--- src/rtl/ir_queue_pkg.sv ---
// Shared types and constants for the instruction register/queue: assembler
// states, the queued instruction entry and the length-code encoding.
package ir_pkg;

  localparam int IR_DW      = 8;
  localparam int IR_MAX_LEN = 3;
  localparam int IR_DEPTH   = 4;
  localparam int IR_LEN_W   = $clog2(IR_MAX_LEN);
  localparam int IR_CNT_W   = $clog2(IR_DEPTH + 1);
  localparam int IR_ARG_W   = (IR_MAX_LEN - 1) * IR_DW;

  localparam logic [IR_LEN_W-1:0] LEN_1B = IR_LEN_W'(0);
  localparam logic [IR_LEN_W-1:0] LEN_2B = IR_LEN_W'(1);
  localparam logic [IR_LEN_W-1:0] LEN_3B = IR_LEN_W'(2);

  typedef enum logic {
    ASM_OP,
    ASM_ARG
  } asm_state_e;

  typedef struct packed {
    logic [IR_DW-1:0]    insn;
    logic [IR_ARG_W-1:0] data;
    logic [IR_LEN_W-1:0] len;
    logic                illegal;
  } ir_entry_t;

  // Length codes past the last operand slot cannot be assembled.
  function automatic logic len_legal(input logic [IR_LEN_W-1:0] len);
    return int'(len) <= IR_MAX_LEN - 1;
  endfunction

endpackage

--- src/rtl/ir_queue_if.sv ---
// Fetch, opcode-decoder and decode-stage handshake bundle of the instruction
// queue. The queue uses the slave view; its environment uses the master view.
interface ir_queue_if
  import ir_pkg::*;
#(
  parameter int DW      = IR_DW,
  parameter int MAX_LEN = IR_MAX_LEN,
  parameter int DEPTH   = IR_DEPTH,
  parameter int LEN_W   = $clog2(MAX_LEN),
  parameter int CNT_W   = $clog2(DEPTH + 1)
) ();

  logic                    in_valid;
  logic [DW-1:0]           in_data;
  logic                    in_ready;

  logic [DW-1:0]           dec_op;
  logic [LEN_W-1:0]        dec_len;
  logic                    dec_ok;

  logic                    out_valid;
  logic                    out_ready;
  logic [DW-1:0]           out_insn;
  logic [(MAX_LEN-1)*DW-1:0] out_data;
  logic [LEN_W-1:0]        out_len;
  logic                    out_illegal;
  logic [CNT_W-1:0]        count;

  modport slave (
    input  in_valid, in_data, dec_len, dec_ok, out_ready,
    output in_ready, dec_op, out_valid, out_insn, out_data, out_len,
           out_illegal, count
  );

  modport master (
    output in_valid, in_data, dec_len, dec_ok, out_ready,
    input  in_ready, dec_op, out_valid, out_insn, out_data, out_len,
           out_illegal, count
  );

endinterface

--- src/rtl/ir_queue_fifo.sv ---
// Synchronous FIFO of instruction entries with flush; the head is presented
// straight from storage and forced to zero while the FIFO is empty.
module ir_fifo
  import ir_pkg::*;
#(
  parameter int DEPTH = IR_DEPTH,
  parameter int CNT_W = $clog2(DEPTH + 1)
) (
  input  logic             clk,
  input  logic             rst,
  input  logic             flush,
  input  logic             push,
  input  logic             pop,
  input  ir_entry_t        wr_entry,
  output ir_entry_t        head,
  output logic             head_valid,
  output logic             full,
  output logic [CNT_W-1:0] count
);

  localparam int PTR_W = $clog2(DEPTH);

  ir_entry_t        mem_q [DEPTH];
  ir_entry_t        mem_d [DEPTH];
  logic [PTR_W-1:0] wr_ptr_q, wr_ptr_d;
  logic [PTR_W-1:0] rd_ptr_q, rd_ptr_d;
  logic [CNT_W-1:0] count_q, count_d;
  logic             do_push, do_pop;

  assign full       = (count_q == CNT_W'(DEPTH));
  assign head_valid = (count_q != '0);
  assign head       = head_valid ? mem_q[rd_ptr_q] : '0;
  assign count      = count_q;
  assign do_push    = push && !full;
  assign do_pop     = pop && head_valid;

  always_comb begin
    mem_d    = mem_q;
    wr_ptr_d = wr_ptr_q;
    rd_ptr_d = rd_ptr_q;
    count_d  = count_q;
    if (flush) begin
      wr_ptr_d = '0;
      rd_ptr_d = '0;
      count_d  = '0;
    end else begin
      if (do_push) begin
        mem_d[wr_ptr_q] = wr_entry;
        wr_ptr_d        = wr_ptr_q + 1'b1;
      end
      if (do_pop) begin
        rd_ptr_d = rd_ptr_q + 1'b1;
      end
      // Simultaneous push and pop leaves occupancy unchanged.
      case ({do_push, do_pop})
        2'b10:   count_d = count_q + 1'b1;
        2'b01:   count_d = count_q - 1'b1;
        default: count_d = count_q;
      endcase
    end
  end

  always_ff @(posedge clk or negedge rst) begin
    if (!rst) begin
      for (int i = 0; i < DEPTH; i++) begin
        mem_q[i] <= '0;
      end
      wr_ptr_q <= '0;
      rd_ptr_q <= '0;
      count_q  <= '0;
    end else begin
      mem_q    <= mem_d;
      wr_ptr_q <= wr_ptr_d;
      rd_ptr_q <= rd_ptr_d;
      count_q  <= count_d;
    end
  end

endmodule

--- src/rtl/ir_queue.sv ---
// Instruction register and queue: assembles opcode plus operand bytes from the
// fetch stream and queues completed instructions for the decode stage.
module ir_queue
  import ir_pkg::*;
#(
  parameter int DW      = IR_DW,
  parameter int MAX_LEN = IR_MAX_LEN,
  parameter int DEPTH   = IR_DEPTH,
  parameter int LEN_W   = $clog2(MAX_LEN),
  parameter int CNT_W   = $clog2(DEPTH + 1)
) (
  input  logic        clk,
  input  logic        rst,
  input  logic        flush,
  ir_queue_if.slave   bus
);

  localparam int ARG_W = (MAX_LEN - 1) * DW;

  asm_state_e       state_q, state_d;
  logic [LEN_W-1:0] idx_q, idx_d;
  logic [LEN_W-1:0] len_q, len_d;
  logic [DW-1:0]    op_q, op_d;
  logic [ARG_W-1:0] args_q, args_d;
  logic [ARG_W-1:0] args_w;

  logic             in_ready;
  logic             accept;
  logic             push;
  ir_entry_t        entry;
  ir_entry_t        head;
  logic             fifo_full;
  logic [CNT_W-1:0] fifo_count;

  // Gated by rst so fetch sees no ready while the queue is held in reset.
  assign in_ready     = rst && !fifo_full && !flush;
  assign accept       = bus.in_valid && in_ready;
  assign bus.in_ready = in_ready;
  assign bus.dec_op   = (state_q == ASM_OP) ? (rst ? bus.in_data : '0) : op_q;

  always_comb begin
    state_d = state_q;
    idx_d   = idx_q;
    len_d   = len_q;
    op_d    = op_q;
    args_d  = args_q;
    push    = 1'b0;
    entry   = '0;
    args_w  = args_q;
    // Operand slot 1 occupies the most significant byte of the operand field.
    for (int k = 1; k < MAX_LEN; k++) begin
      if (idx_q == LEN_W'(k)) begin
        args_w[ARG_W-k*DW +: DW] = bus.in_data;
      end
    end
    if (flush) begin
      state_d = ASM_OP;
      idx_d   = '0;
      args_d  = '0;
    end else if (accept) begin
      case (state_q)
        ASM_OP: begin
          entry.insn = bus.in_data;
          if (!bus.dec_ok || !len_legal(bus.dec_len)) begin
            push          = 1'b1;
            entry.illegal = 1'b1;
          end else if (bus.dec_len == LEN_1B) begin
            push = 1'b1;
          end else begin
            op_d    = bus.in_data;
            len_d   = bus.dec_len;
            idx_d   = LEN_W'(1);
            args_d  = '0;
            state_d = ASM_ARG;
          end
        end
        ASM_ARG: begin
          if (idx_q == len_q) begin
            push          = 1'b1;
            entry.insn    = op_q;
            entry.data    = args_w;
            entry.len     = len_q;
            entry.illegal = 1'b0;
            state_d       = ASM_OP;
            idx_d         = '0;
            args_d        = '0;
          end else begin
            idx_d  = idx_q + 1'b1;
            args_d = args_w;
          end
        end
        default: state_d = ASM_OP;
      endcase
    end
  end

  always_ff @(posedge clk or negedge rst) begin
    if (!rst) begin
      state_q <= ASM_OP;
      idx_q   <= '0;
      len_q   <= '0;
      op_q    <= '0;
      args_q  <= '0;
    end else begin
      state_q <= state_d;
      idx_q   <= idx_d;
      len_q   <= len_d;
      op_q    <= op_d;
      args_q  <= args_d;
    end
  end

  ir_fifo #(
    .DEPTH (DEPTH),
    .CNT_W (CNT_W)
  ) u_fifo (
    .clk        (clk),
    .rst        (rst),
    .flush      (flush),
    .push       (push),
    .pop        (bus.out_ready),
    .wr_entry   (entry),
    .head       (head),
    .head_valid (bus.out_valid),
    .full       (fifo_full),
    .count      (fifo_count)
  );

  assign bus.out_insn    = head.insn;
  assign bus.out_data    = head.data;
  assign bus.out_len     = head.len;
  assign bus.out_illegal = head.illegal;
  assign bus.count       = fifo_count;

endmodule

--- src/flat_wrapper.sv ---
// flat-port wrapper written by rule: the top's interface ports become plain ports
module ir_queue_flat import ir_pkg::*;
#(
  parameter int DW      = IR_DW,
  parameter int MAX_LEN = IR_MAX_LEN,
  parameter int DEPTH   = IR_DEPTH,
  parameter int LEN_W   = $clog2(MAX_LEN),
  parameter int CNT_W   = $clog2(DEPTH + 1)
)
  (clk, rst, flush, bus_in_valid, bus_in_data, bus_dec_len, bus_dec_ok, bus_out_ready, bus_in_ready, bus_dec_op, bus_out_valid, bus_out_insn, bus_out_data, bus_out_len, bus_out_illegal, bus_count);
  ir_queue_if #(.DW(DW), .MAX_LEN(MAX_LEN), .DEPTH(DEPTH), .LEN_W(LEN_W), .CNT_W(CNT_W)) bus_i ();
  input  logic clk;
  input  logic rst;
  input  logic flush;
  input wire logic [$bits(bus_i.in_valid)-1:0] bus_in_valid;
  input wire logic [$bits(bus_i.in_data)-1:0] bus_in_data;
  input wire logic [$bits(bus_i.dec_len)-1:0] bus_dec_len;
  input wire logic [$bits(bus_i.dec_ok)-1:0] bus_dec_ok;
  input wire logic [$bits(bus_i.out_ready)-1:0] bus_out_ready;
  output wire logic [$bits(bus_i.in_ready)-1:0] bus_in_ready;
  output wire logic [$bits(bus_i.dec_op)-1:0] bus_dec_op;
  output wire logic [$bits(bus_i.out_valid)-1:0] bus_out_valid;
  output wire logic [$bits(bus_i.out_insn)-1:0] bus_out_insn;
  output wire logic [$bits(bus_i.out_data)-1:0] bus_out_data;
  output wire logic [$bits(bus_i.out_len)-1:0] bus_out_len;
  output wire logic [$bits(bus_i.out_illegal)-1:0] bus_out_illegal;
  output wire logic [$bits(bus_i.count)-1:0] bus_count;
  assign bus_i.in_valid = bus_in_valid;
  assign bus_i.in_data = bus_in_data;
  assign bus_i.dec_len = bus_dec_len;
  assign bus_i.dec_ok = bus_dec_ok;
  assign bus_i.out_ready = bus_out_ready;
  assign bus_in_ready = bus_i.in_ready;
  assign bus_dec_op = bus_i.dec_op;
  assign bus_out_valid = bus_i.out_valid;
  assign bus_out_insn = bus_i.out_insn;
  assign bus_out_data = bus_i.out_data;
  assign bus_out_len = bus_i.out_len;
  assign bus_out_illegal = bus_i.out_illegal;
  assign bus_count = bus_i.count;
  ir_queue #(.DW(DW), .MAX_LEN(MAX_LEN), .DEPTH(DEPTH), .LEN_W(LEN_W), .CNT_W(CNT_W)) u_core (.clk(clk), .rst(rst), .flush(flush), .bus(bus_i));
endmodule
--- config.mk ---
export PLATFORM = sky130hd
export DESIGN_NAME = ir_queue_flat
export DESIGN_NICKNAME = d
export VERILOG_FILES = /design/src/rtl/ir_queue_pkg.sv /design/src/rtl/ir_queue_if.sv /design/src/rtl/ir_queue_fifo.sv /design/src/rtl/ir_queue.sv /design/src/flat_wrapper.sv
export SDC_FILE = /design/constraint.sdc
export NUM_CORES = 1
export LEC_CHECK = 0
export ABC_AREA = 0
export CORE_UTILIZATION = 40
export CTS_CLUSTER_SIZE = 40
export DETAILED_ROUTE_END_ITERATION = 8
export PLACE_DENSITY = 0.64
export SLEW_MARGIN = 20
export SYNTH_ARGS = -nofsm -noshare
export SYNTH_HDL_FRONTEND = slang
export SYNTH_SLANG_ARGS = --single-unit
--- constraint.sdc ---
create_clock -name clk -period 3.8 [get_ports clk]
set_input_delay 0.76 -clock clk [delete_from_list [all_inputs] [get_ports clk]]
set_output_delay 0.76 -clock clk [all_outputs]
set_load 0.02 [all_outputs]
==> flow_summary.ini <==
[clocking]
clk_latency_ns = 0.41
clockRootBuffer = clkbuf_16
cts-buffers-inserted = 17
cts-hold-fix-buffers = 0
cts.path.max_buffers = 2
cts_sinks = 144
cts_max_level = 4
cts-resized-gates = 0
cts.clk_slew.worst_paths_ns = 0.06
cts_tree = done
cts_setup_buffers = 0

[critical_path]
critPathRequiredTime_ns = 3.04
worstReg2RegEnd = u_core.u_fifo.count[2]
path_buf_inv = 2
crit_arrival_ns = 2.52
crit_chain = buf_12, mux4_2, and2_1, clkdlybuf4s50_1
cp_max_fo = 21
r2r_setup_slack_ns = 1.18
reg2reg_from = u_core.idx_q[0]
startpoint_type = register
critPathMaxStageDelay_ns = 0.55
worstSetupEndpointType = primary output
cp_slowest_cell = dfrtp_2
critPathKind = register to primary output
critPathTopFamily = buffers and inverters
reg2reg_depth = 8

[drt]
drt-total-wl_um = 15900
vias = 4390
drc = 0
viasPerCell = 5.45
firstDrtPassIters = 4
drt_iter0_drc = 285
wl_per_cell_um = 19.7
detail-route-antenna-nets = 0

[floorplan]
die_y_um = 134
dieWidth_um = 134
rows = 47
initial_core_util_pct = 41.5
core_mm2 = 0.0168
ioPinCount = 56
die_area_mm2 = 0.0180

[final_layout]
drive_gt1_share_pct = 35.0
n_antenna_cell = 0
final_common_cell = dfrtp_1
area_growth_pct = 21.2
stdcell_count = 806
final_cell_mix = dfrtp_1 (143), mux2_2 (117), clkdlybuf4s50_1 (54)
finish.instance_area_mm2 = 0.00845
nFillCells = 1449
nNetsFinal = 596

[logic_synthesis]
synth_fp_nets = 530
ys_types = 38
ys_async_sr_fraction_pct = 100
synthCells = 507
synth.avg_cell_area_um2 = 13.8
synth_edf_count = 0
ys_seq_area_share_pct = 51.7
yosysTopAreaCell = dfrtp_1
ys.flop_type = dfrtp_1
synthTopCellsByArea = dfrtp_1 (52%), mux2_2 (19%), mux4_2 (8.7%)
syn_area_mm2 = 0.00697
synthDominantCellAreaShare_pct = 51.7
ys_ff_latch = 144
ys.warnings.count = 0

[flow_run]
maxCapViolations = 0

[timing]
finalSetupViolCount = 0
drv_slew = 0
relSlewSlack_pct = 50.1
worst_clock_skew_ns = 0.00813
hold_viol_final = 0
max_slew.worst_pin.slew_ns = 0.741
totalNegativeSetupSlack_ns = 0
fin_crit_sh_pct = 86.2
fin_crit_ns = 3.28
fmax_mhz = 305
rsz0062_at_grt = false

[power_and_ir_drop]
powerDensity_mw_per_mm2 = 493
power_w = 0.00416
peakVddDrop_uv = 317
leakage_nw = 3.84

[grt]
antenna_found_initial = 0
grt_max_degree = 46
grt_usage_pct = 18.9
grt_pass1_vias = 4687
grt-ovfl-total = 0
grt_pass1_wl_um = 25600

[placed_design]
place_congestion = 0.781
place_area_mm2 = 0.00786
post-dp-hpwl_um = 10800
io_buffers = 55
dp.cells = 774

[hold_path]
hold_path_class = input port to async pin

[run_status]
status = completed
where the power goes:
group / total, W / internal [W] / switching, W / leakage [nW]
logic: 0.000797 / 0.000354 / 0.000443 / 1.58
clock network: 0.00163 / 0.00102 / 0.000618 / 0.271
registers: 0.00173 / 0.00163 / 0.000104 / 1.99
flip-flops by register name (all words and copies together) (netlist names):
register and count:
u_core.u_fifo.rd_ptr_q 2, u_core.u_fifo.mem_q 108, u_core.state_q 1, u_core.idx_q 2
u_core.u_fifo.wr_ptr_q 2, u_core.op_q 8, u_core.u_fifo.count 3, u_core.args_q 16
u_core.len_q 2
through the flow:
stage	setup WS, ns	util (%)	hold slack (ns)
after CTS	0.458	50.2	0.213
after global routing	0.420	50.2	0.223
after detailed placement	0.614	46.7	0.467
final	0.523	50.2	0.214
after global placement	0.638	46.7	0.458
after floorplan	1.21	-	0.445
kinds of logic (layout without fill, tap and decap cells):
kind of cell	after synthesis	count (layout)	synth area share, %
adder cells (fa/ha/maj)	7	7	1.36
AND/OR/NAND/NOR	103	103	7.84
multiplexers	161	161	30.1
flip-flops	144	144	51.7
AO/OA/AOI/OAI	51	51	5.53
buffers and inverters	35	114	2.76
XOR/XNOR	6	6	0.754
layout make-up:
class | instances | area, um2 | share of cell area, %
clock buffer | 23 | 478 | 5.66
clock inverter | 9 | 108 | 1.27
inverter | 6 | 22.5 | 0.267
multi-input combinational | 328 | 3180 | 37.6
sequential | 144 | 3600 | 42.7
tap | 220 | 275 | 3.26
timing repair buffer | 76 | 785 | 9.29
per-layer routing:
layer | global-route usage [%] | routed length, um | vias up
met5 | 0 | 0 | -
met4 | 7.24 | 318 | 0
met3 | 3.21 | 425 | 22
met2 | 30.9 | 7830 | 76
met1 | 25.2 | 7330 | 2311
li1 | - | - | 1981
worst max path at each step:
| stage | from | to | slack, ns | depth (start not counted) |
|---|---|---|---|---|
| after global placement | bus_in_data[1] | bus_dec_op[1] | 0.64 | 4 |
| final | u_core.u_fifo.rd_ptr_q[0] | bus_out_data[15] | 0.52 | 4 |
| after CTS | u_core.u_fifo.rd_ptr_q[0] | bus_out_data[15] | 0.46 | 4 |
| after detailed placement | bus_in_valid | u_core.u_fifo.count[2] | 0.61 | 8 |
| after global routing | u_core.u_fifo.rd_ptr_q[0] | bus_out_data[3] | 0.42 | 4 |
| after floorplan | flush | u_core.u_fifo.count[2] | 1.21 | 7 |
cells in the mapped netlist (2+ instances only):
| cell type | n |
|---|---|
| a22oi_1 | 8 |
| or2_2 | 2 |
| mux4_2 | 27 |
| nor2_1 | 34 |
| buf_1 | 5 |
| o21ai_0 | 11 |
| inv_1 | 6 |
| nand4_2 | 5 |
| dfrtp_1 | 144 |
| xor2_1 | 5 |
| a22o_1 | 20 |
| a21oi_1 | 5 |
| buf_2 | 4 |
| clkbuf_1 | 12 |
| mux2_2 | 117 |
| nand2_1 | 18 |
| buf_6 | 7 |
| and2_1 | 30 |
| ha_1 | 6 |
| mux2i_1 | 17 |
| nand2b_1 | 2 |
| nand3_1 | 4 |
| nor2b_1 | 3 |
Power figures use the tool's default switching activity.
